<file path="config.mk">
export PLATFORM = sky130hd
export DESIGN_NAME = rb_on_g_interp_flat
export DESIGN_NICKNAME = d
export VERILOG_FILES = /design/src/rtl/rb_on_g_interp_if.sv /design/src/rtl/rb_on_g_interp.sv /design/src/flat_wrapper.sv
export SDC_FILE = /design/constraint.sdc
export NUM_CORES = 1
export LEC_CHECK = 0
export BUFFER_PORTS_ARGS = -buffer_cell sky130_fd_sc_hd__buf_2
export CAP_MARGIN = 30
export CORE_MARGIN = 2
export CORE_UTILIZATION = 40
export CTS_CLUSTER_SIZE = 25
export DETAILED_ROUTE_END_ITERATION = 12
export HOLD_SLACK_MARGIN = 0.1
export SLEW_MARGIN = 20
export SYNTH_ARGS = -nofsm -noshare
export SYNTH_HDL_FRONTEND = slang
export SYNTH_SLANG_ARGS = --single-unit
</file>
<file path="constraint.sdc">
create_clock -name clk -period 4.2 [get_ports clk]
set_input_delay 0 -clock clk [delete_from_list [all_inputs] [get_ports clk]]
set_output_delay 0 -clock clk [all_outputs]
set_load 0.005 [all_outputs]
</file>
<file path="src/rtl/rb_on_g_interp_if.sv">
// Pixel stream bundle between the difference-sum stage and the R/B-at-G interpolator.
// Carries the per-pixel inputs and the reconstructed RGB outputs with markers.
interface rb_on_g_interp_if #(
   parameter int pixelBitWidth = 12
);
   logic                       in_valid;
   logic                       in_sof;
   logic [pixelBitWidth-1:0]   g_c;
   logic signed [pixelBitWidth+1:0] gr_h;
   logic signed [pixelBitWidth+1:0] gr_v;
   logic signed [pixelBitWidth+1:0] gb_h;
   logic signed [pixelBitWidth+1:0] gb_v;
   logic                       out_valid;
   logic                       out_is_g;
   logic [pixelBitWidth-1:0]   r_out;
   logic [pixelBitWidth-1:0]   g_out;
   logic [pixelBitWidth-1:0]   b_out;
   logic                       out_sof;
   logic                       out_eol;

   modport master (
      output in_valid, in_sof, g_c, gr_h, gr_v, gb_h, gb_v,
      input  out_valid, out_is_g, r_out, g_out, b_out, out_sof, out_eol
   );

   modport slave (
      input  in_valid, in_sof, g_c, gr_h, gr_v, gb_h, gb_v,
      output out_valid, out_is_g, r_out, g_out, b_out, out_sof, out_eol
   );
endinterface

</file>
<file path="src/rtl/rb_on_g_interp.sv">
// Reconstructs missing red and blue at green Bayer sites as G - diff/2.
// Two registered stages: site decode + subtract, then clamp to pixel range.
module rb_on_g_interp #(
   parameter int pixelBitWidth = 12,
   parameter int IMG_WIDTH     = 640,
   parameter int IMG_HEIGHT    = 480,
   parameter int CFA_PATTERN   = 0
) (
   input logic             clk,
   input logic             rst,
   rb_on_g_interp_if.slave bus
);
   localparam int PW = pixelBitWidth;
   localparam int DW = PW + 2;
   localparam int AW = PW + 3;
   localparam int CW = (IMG_WIDTH > 1) ? $clog2(IMG_WIDTH) : 1;
   localparam int RW = (IMG_HEIGHT > 1) ? $clog2(IMG_HEIGHT) : 1;
   localparam logic [CW-1:0] COL_LAST = CW'(IMG_WIDTH - 1);
   localparam logic [RW-1:0] ROW_LAST = RW'(IMG_HEIGHT - 1);
   localparam logic [1:0]    CFA      = 2'(CFA_PATTERN);
   localparam bit            RED_PH1  = (CFA_PATTERN < 2);

   logic [CW-1:0] col, pcol, ncol;
   logic [RW-1:0] row, prow, nrow;
   logic [1:0]    ph;
   logic          is_g, red_row;
   logic signed [DW-1:0] dr, db, hr, hb;
   logic signed [AW-1:0] g_x, r_raw, b_raw;

   logic                 v1, sof1, eol1, isg1;
   logic [PW-1:0]        g1;
   logic signed [AW-1:0] r1, b1;

   function automatic logic [PW-1:0] clamp(input logic signed [AW-1:0] x);
      if (x[AW-1])
         clamp = '0;
      else if (|x[AW-2:PW])
         clamp = '1;
      else
         clamp = x[PW-1:0];
   endfunction

   // Position of the current pixel and of the one after it; sof restarts at (0,0).
   always_comb begin
      pcol = bus.in_sof ? '0 : col;
      prow = bus.in_sof ? '0 : row;
      ncol = pcol + 1'b1;
      nrow = prow;
      if (pcol == COL_LAST) begin
         ncol = '0;
         nrow = (prow == ROW_LAST) ? '0 : prow + 1'b1;
      end
   end

   // Site decode and half-difference subtraction for the current pixel.
   always_comb begin
      ph      = CFA ^ {prow[0], pcol[0]};
      is_g    = (ph == 2'd1) || (ph == 2'd2);
      red_row = RED_PH1 ? (ph == 2'd1) : (ph == 2'd2);
      dr      = red_row ? bus.gr_h : bus.gr_v;
      db      = red_row ? bus.gb_v : bus.gb_h;
      hr      = dr >>> 1;
      hb      = db >>> 1;
      g_x     = $signed({3'b000, bus.g_c});
      r_raw   = g_x - {hr[DW-1], hr};
      b_raw   = g_x - {hb[DW-1], hb};
   end

   // Frame position counters advance once per accepted pixel.
   always_ff @(posedge clk or negedge rst) begin
      if (!rst) begin
         col <= '0;
         row <= '0;
      end else if (bus.in_valid) begin
         col <= ncol;
         row <= nrow;
      end
   end

   // Stage 1 captures unclamped results; data holds across invalid cycles.
   always_ff @(posedge clk or negedge rst) begin
      if (!rst) begin
         v1   <= 1'b0;
         sof1 <= 1'b0;
         eol1 <= 1'b0;
         isg1 <= 1'b0;
         g1   <= '0;
         r1   <= '0;
         b1   <= '0;
      end else begin
         v1 <= bus.in_valid;
         if (bus.in_valid) begin
            sof1 <= (pcol == '0) && (prow == '0);
            eol1 <= (pcol == COL_LAST);
            isg1 <= is_g;
            g1   <= bus.g_c;
            r1   <= r_raw;
            b1   <= b_raw;
         end
      end
   end

   // Stage 2 clamps to pixel range and zeroes R/B at non-green sites.
   always_ff @(posedge clk or negedge rst) begin
      if (!rst) begin
         bus.out_valid <= 1'b0;
         bus.out_is_g  <= 1'b0;
         bus.r_out     <= '0;
         bus.g_out     <= '0;
         bus.b_out     <= '0;
         bus.out_sof   <= 1'b0;
         bus.out_eol   <= 1'b0;
      end else begin
         bus.out_valid <= v1;
         if (v1) begin
            bus.out_is_g <= isg1;
            bus.r_out    <= isg1 ? clamp(r1) : '0;
            bus.b_out    <= isg1 ? clamp(b1) : '0;
            bus.g_out    <= g1;
            bus.out_sof  <= sof1;
            bus.out_eol  <= eol1;
         end
      end
   end
endmodule

</file>
<file path="src/flat_wrapper.sv">
// flat-port wrapper written by rule: the top's interface ports become plain ports
module rb_on_g_interp_flat 
#(
   parameter int pixelBitWidth = 12,
   parameter int IMG_WIDTH     = 640,
   parameter int IMG_HEIGHT    = 480,
   parameter int CFA_PATTERN   = 0
)
  (clk, rst, bus_in_valid, bus_in_sof, bus_g_c, bus_gr_h, bus_gr_v, bus_gb_h, bus_gb_v, bus_out_valid, bus_out_is_g, bus_r_out, bus_g_out, bus_b_out, bus_out_sof, bus_out_eol);
  rb_on_g_interp_if #(.pixelBitWidth(pixelBitWidth)) bus_i ();
  input logic clk;
  input logic rst;
  input wire logic [$bits(bus_i.in_valid)-1:0] bus_in_valid;
  input wire logic [$bits(bus_i.in_sof)-1:0] bus_in_sof;
  input wire logic [$bits(bus_i.g_c)-1:0] bus_g_c;
  input wire logic [$bits(bus_i.gr_h)-1:0] bus_gr_h;
  input wire logic [$bits(bus_i.gr_v)-1:0] bus_gr_v;
  input wire logic [$bits(bus_i.gb_h)-1:0] bus_gb_h;
  input wire logic [$bits(bus_i.gb_v)-1:0] bus_gb_v;
  output wire logic [$bits(bus_i.out_valid)-1:0] bus_out_valid;
  output wire logic [$bits(bus_i.out_is_g)-1:0] bus_out_is_g;
  output wire logic [$bits(bus_i.r_out)-1:0] bus_r_out;
  output wire logic [$bits(bus_i.g_out)-1:0] bus_g_out;
  output wire logic [$bits(bus_i.b_out)-1:0] bus_b_out;
  output wire logic [$bits(bus_i.out_sof)-1:0] bus_out_sof;
  output wire logic [$bits(bus_i.out_eol)-1:0] bus_out_eol;
  assign bus_i.in_valid = bus_in_valid;
  assign bus_i.in_sof = bus_in_sof;
  assign bus_i.g_c = bus_g_c;
  assign bus_i.gr_h = bus_gr_h;
  assign bus_i.gr_v = bus_gr_v;
  assign bus_i.gb_h = bus_gb_h;
  assign bus_i.gb_v = bus_gb_v;
  assign bus_out_valid = bus_i.out_valid;
  assign bus_out_is_g = bus_i.out_is_g;
  assign bus_r_out = bus_i.r_out;
  assign bus_g_out = bus_i.g_out;
  assign bus_b_out = bus_i.b_out;
  assign bus_out_sof = bus_i.out_sof;
  assign bus_out_eol = bus_i.out_eol;
  rb_on_g_interp #(.pixelBitWidth(pixelBitWidth), .IMG_WIDTH(IMG_WIDTH), .IMG_HEIGHT(IMG_HEIGHT), .CFA_PATTERN(CFA_PATTERN)) u_core (.clk(clk), .rst(rst), .bus(bus_i));
endmodule
</file>
Yosys cells after proc, flatten, opt, wreduce, memory -nomap -nowiden
Cells that the tools add are included.

Register bits: 105. Bits of input ports: 72. Output and inout bits: 40. Word-level logic and storage cells: 43.

Add/subtract/negate cells: 4. Eq/ne operators: 4. Multiplexer cells: 13. Reductions and logical operators: 6.

Operators by type and width (number): 2-to-1 mux 12 bit (6); 2-to-1 mux 14 bit (2); subtractor 13 x 13 -> 14 bit (2); 2-to-1 mux 9 bit (3); 2-to-1 mux 10 bit (2); adder 10 x 1 -> 10 bit (second input constant) (1); equality test 10 bit (second input constant) (1); zero test 10 bit (1); adder 9 x 1 -> 9 bit (second input constant) (1); equality test 9 bit (second input constant) (1); zero test 9 bit (1); OR reduction 2 bit (2); equality test 2 x 1 -> 1 bit (second input constant) (1); equality test 2 bit (second input constant) (1); logical AND 1 bit (1); logical OR 1 bit (1).

Depth between registers and ports, before layout
Word-level depth: 4. Mapped depth: 15. Mapped depth without buffers: 12.

Worst setup path before layout
No wires, ideal clock.

Path type: flip-flop to flip-flop. From: register u_core.row[0]. To: register u_core.r1[10]. Setup time: 0.136 ns. Data arrival time: 3.042 ns. Data required time: 4.064 ns. Slack: 1.021 ns. Cell stages (with the launch flop): 12. Buffers on the path: 2. Period minus slack after synthesis: 3.179 ns. Path through: dfrtp_1 nand2b_1 ha_1 clkbuf_1 clkbuf_1 mux2i_1 ha_1 nor2b_1 o31a_1 o21ai_1 nor4_1 or3b_2.

Cells in the longest elaborated chain, start to end: 4.

Ends and longest elaborated chain: from (decl) (line rb_on_g_interp.sv:24) `logic [RW-1:0] row, prow, nrow;`; from (signal assigned) (line rb_on_g_interp.sv:76) `row <= nrow;`; 2-to-1 mux 9 bit (line rb_on_g_interp.sv:46) `prow = bus.in_sof ? '0 : row;`; equality test 2 x 1 -> 1 bit (line rb_on_g_interp.sv:59) `red_row = RED_PH1 ? (ph == 2'd1) : (ph == 2'd2);`; 2-to-1 mux 14 bit (line rb_on_g_interp.sv:60) `dr = red_row ? bus.gr_h : bus.gr_v;`; subtractor 13 x 13 -> 14 bit (line rb_on_g_interp.sv:65) `r_raw = g_x - {hr[DW-1], hr};`; to (signal assigned) (line rb_on_g_interp.sv:97) `r1 <= r_raw;`; to (decl) (line rb_on_g_interp.sv:32) `logic signed [AW-1:0] r1, b1;`.

No other way between the ends. A chain may end at the register's enable or synchronous reset.

Final worst setup path
From: input port bus_in_sof. To: register u_core.r1[10].

Cells in the longest elaborated chain, start to end: 4. Elaborated cells on any way between the ends: 5. Those cells by class: add/sub (1); eq/ne (1); mux (3).

Ends and longest elaborated chain: from (decl) (line flat_wrapper.sv:14) `input wire logic [$bits(bus_i.in_sof)-1:0] bus_in_sof;`; 2-to-1 mux 10 bit / 2-to-1 mux 9 bit (equally long branches) (line rb_on_g_interp.sv:45, rb_on_g_interp.sv:46); equality test 2 x 1 -> 1 bit (*) (line rb_on_g_interp.sv:59); 2-to-1 mux 14 bit (*) (line rb_on_g_interp.sv:60); subtractor 13 x 13 -> 14 bit (*) (line rb_on_g_interp.sv:65).

Mark *: on every way between the ends. The rest lies on a longest branch, timed or not.

==> results.txt <==
- After layout, the minimum clock period comes to ~3.8 ns.
- Averaged over all synthesized cells, the footprint is ~10 µm².
- For the worst setup path, the data arrival time is roughly 4.0 ns.
- Final worst hold slack: between 0.1 and 0.15 ns
- Layout cell share with drive strength beyond 1: between 20% and 30%
- Die Y-Extent: ~120 µm
- The number of pins with negative max-slew slack in the final report came to 0.
- RSZ-0062 raised after global routing: no
- From synthesis to final layout, the design area changed by 21.6%.
- Setup violations remaining at the end of the flow were counted as 0.
- The synthesized netlist devotes 6.97% of its cell area to adder and majority cells.
- At the placement stage, the worst setup path has a slack of roughly 0.65 ns.
* Number of max-cap violations: 0
* Post-Syn Area: between 5000 and 6000 µm²
- Post-DR wirelength/cell: approximately 16 µm
- Placeable core area: 14000 µm²
* Worst setup margin: ~0.43 ns
- The number of antenna violations at the first check in global routing is 1.
- Most frequent cell after synthesis: dfrtp_1
* Crit path max fanout: 17
- Slew at the pin closest to its max-slew limit: 0.587 ns
* Gr usage total: 19.2%
- Count of different cell masters after synthesis: between 60 and 70
- Endpoint kind of the worst setup timing path: register
- On the worst path, the slowest cell contributes a delay of between 0.5 and 0.6 ns.
* Clock latency reported for the late side of the worst-skew pair: roughly 0.35 ns
- The hold violation count in the final report is 0.
- The worst hold path belongs to the class in -> reg.
- Static timing analysis puts the maximum clock frequency at 0.265 GHz.
* LEAKAGE: between 3 and 4 nW
* Number of storage elements in the synthesis netlist: between 100 and 150
- After synthesis, the share of flip-flops with an asynchronous set or reset is 100%.
- In the final design database the tool counted about 800 nets.
- Yosys mapped a number of flops with a built-in enable equal to 0.
- Number of buffers added by the clock tree synthesis step: 9
- The floorplan step defined a die boundary enclosing 15400 µm².
- Number of vias after detailed routing: approximately 4800
* Combinational family with the most area after synthesis: compound AO/OA/AOI/OAI gates
- Number of routed nets with antenna violations: 0
- Among all flip-flop cells after synthesis, the most frequent one is dfrtp_1.
- Hpwl dp: between 10 and 15 mm
- The number of global-route vias before repair came to 4416.
- Counting instances in the post-synthesis netlist gives the leading cell types as 103 x dfrtp_1, 48 x nand2_1, 40 x nor2_1, 38 x inv_1, 36 x mux2_2.
- Simple-gate share of the synthesized area: approximately 13%
- After clock tree synthesis, the clock-pin slew on the worst setup and hold paths is roughly 0.070 ns.
- Post-Syn Instances: ~580
* Dpl cells: 845
- The run finished with clean final reports.
* Relative slew slack: ~61%
- For this design, the sink count on the clock tree is approximately 100.
- Dividing the final minimum period by the clock period gives between 80% and 90%.
* Drc violations: 0
* Worst clock skew on the final layout: around 0.0055 ns
- The clock tree synthesis step divided the H-tree into 3 levels.
- For the worst setup path, the data required time is around 4.4 ns.
* Yosys top cell area share: 44.6%
* Vias/cell: ~5.4
- Of the post-synthesis cell area, the part taken by muxes is between 10 and 15%.
- After global routing the overflow that remains totals 0.
- Wire length of the first global-routing pass: 22.7 mm
- Biggest area consumer among synthesized cells: dfrtp_1
- Maximum number of buffers from clock root to sink: 2
- Measured along the x axis, the die boundary spans 124 µm.
* Synth top area cells: dfrtp_1 45%, mux2_2 7.0%, ha_1 6.3%, mux2i_1 4.2%, nand2_1 3.1%
* Iteration-0 DRC count of the detailed router: 321
- CTS-repair resized insts: 0
- The design draws between 2 and 3 mW.
- Total number of yosys warnings: 0
- Across the VDD grid, the largest voltage drop is between 0.00015 and 0.0002 V.
- Setup total negative slack on the finished layout was measured at 0 ns.
* Critical Path Start Type: input pin
- Final weighted congestion of routability-driven global placement: 0.874
- Category of the critical setup timing path: in -> reg
* Sum of routed wire length over all layers: around 15 mm
- For this configuration, the core starts out at a cell density of 41.3%.
- Summing the areas of all compound-gate instances in the mapped netlist gives between 10% and 20% of the synthesized area.
- Synthesized-area fraction occupied by xor and xnor cells: 1.06%
* Cell with the largest stage delay on the worst path: dlygate4sd3_1
- For this design the ratio of total power to cell area is just under 400 nW/µm².
* Quantity of I/O buffers inserted on ports: ~110
- Standard-cell rows: 43
- Clock tree synthesis selected as its root buffer the cell clkbuf_16.
- Once layout is complete, the cells apart from fillers number 885.
- The first TritonRoute pass finished after 5 iterations.
* Portion of the post-synthesis area used by sequential elements: roughly 45%
- Number of top-level design ports: about 110
- Entering global routing, the biggest net connects 76 pins.
- Number of nets produced by synthesis: between 600 and 700
- CTS tree: done
- The signal on the critical path passes through dlygate4sd3_1 > buf_2 > buf_4 > nand2b_1 > ha_1 > buf_4 > mux2i_1 > ha_1 > nor2b_1 > o31a_1 > o21ai_1 > nor4_1 > or3b_2.
==> state kept, by name (all words and copies together) (netlist names) <==
| name | flops |
|---|---|
| u_core.b1 | 14 |
| u_core.r1 | 14 |
| u_core.bus.b_out | 12 |
| u_core.bus.g_out | 12 |
| u_core.bus.r_out | 12 |
| u_core.g1 | 12 |
| u_core.col | 10 |
| u_core.row | 9 |
| u_core.bus.out_eol | 1 |
| u_core.bus.out_is_g | 1 |
| u_core.bus.out_sof | 1 |
| u_core.bus.out_valid | 1 |
| u_core.eol1 | 1 |
| u_core.isg1 | 1 |
| u_core.sof1 | 1 |
| u_core.v1 | 1 |
==> metal layers <==
layer  track usage, %  vias to the layer above  part of all wire (%)
met5                0                        -                     0
met4             6.11                        0                   1.8
met3             4.03                       19                   5.8
met2             27.2                      153                    42
met1             29.1                     2261                    50
li1                 -                     2360                     -
==> what timing repair did <==
action | CTS | global route
hold buffers | 21 | 1
setup endpoints to repair | 0 | 0
hold endpoints to repair | 96 | 6
buffers inserted | 0 | 0
==> path summary, 6_finish.rpt <==
path,from,to,slack (ns),cells past startpoint
worst max-delay path,bus_in_sof,u_core.r1[10],0.43,13
worst min-delay path,bus_gr_v[1],u_core.r1[0],0.11,4
worst max register to register,u_core.row[0],u_core.r1[10],0.73,10
worst min register to register,u_core.sof1,u_core.sof1,0.48,1
max in group asynchronous,rst,u_core.bus.out_eol,2.96,4
min in group asynchronous,rst,u_core.row[7],0.60,3
==> final cells by class <==
cell class / count / area [µm²]
Sequential cell: 103 / 2580
Clock buffer: 10 / 229
Fill cell: 1298 / 6960
Timing Repair Buffer: 137 / 838
Clock inverter: 6 / 73.8
Antenna cell: 1 / 2.50
Multi-Input combinational cell: 408 / 2930
Inverter: 40 / 150
Tap cell: 180 / 225
==> cells in the final DEF, fill, tap and decap left out, types with 4 or more instances in the layout <==
| master | synthesis | layout |
|---|---|---|
| nor4_1 | 6 | 6 |
| buf_4 | 0 | 8 |
| dfrtp_1 | 103 | 103 |
| nand4_1 | 4 | 4 |
| buf_2 | 2 | 106 |
| nor3_1 | 9 | 9 |
| o2bb2ai_1 | 7 | 7 |
| xnor2_1 | 5 | 5 |
| nand2b_1 | 5 | 5 |
| clkbuf_16 | 0 | 9 |
| o31ai_1 | 9 | 9 |
| ha_1 | 29 | 29 |
| o22ai_1 | 25 | 25 |
| o21a_1 | 12 | 12 |
| nor2_1 | 40 | 40 |
| a21o_1 | 11 | 11 |
| o21ai_0 | 31 | 31 |
| nand3_1 | 10 | 10 |
| a21oi_1 | 20 | 20 |
| o311ai_0 | 4 | 4 |
| mux2_2 | 36 | 36 |
| inv_1 | 38 | 38 |
| nor2b_1 | 4 | 4 |
| nand2_1 | 48 | 48 |
| mux2i_1 | 24 | 24 |
| a211oi_1 | 4 | 4 |
| o31a_1 | 4 | 4 |
| dlygate4sd3_1 | 0 | 22 |
| a31oi_1 | 9 | 9 |
==> logic make-up after synthesis <==
group,count (synthesis)
AO/OA/AOI/OAI,161
flip-flops,103
AND/OR/NAND/NOR,149
adder cells (fa/ha/maj),31
XOR/XNOR,7
buffers and inverters,68
multiplexers,60
==> metrics by stage <==
stage,util (%),instance area (µm²)
after floorplan,-,5780
after global placement,46.3,6470
after detailed placement,46.3,6470
after CTS,49.9,6980
after global routing,50.2,7020
final,50.2,7020
==> worst max-delay path, delay by kind of cell <==
| family | cells | cell delay [ns] |
|---|---|---|
| buffers and inverters | 4 | 1.44 |
| and+or+nand+nor | 4 | 0.92 |
| adders and majority gates | 2 | 0.83 |
| AOI/OAI and AO/OA | 2 | 0.57 |
| muxes | 1 | 0.24 |
==> power breakdown <==
part	switching, mW	leakage [nW]	total, mW	internal, mW
registers	0.0916	1.30	1.21	1.12
logic	0.330	1.81	0.625	0.296
clock network	0.396	0.148	0.867	0.472
total	0.817	3.26	2.71	1.89
No activity file was read; power rests on OpenSTA's default activity.
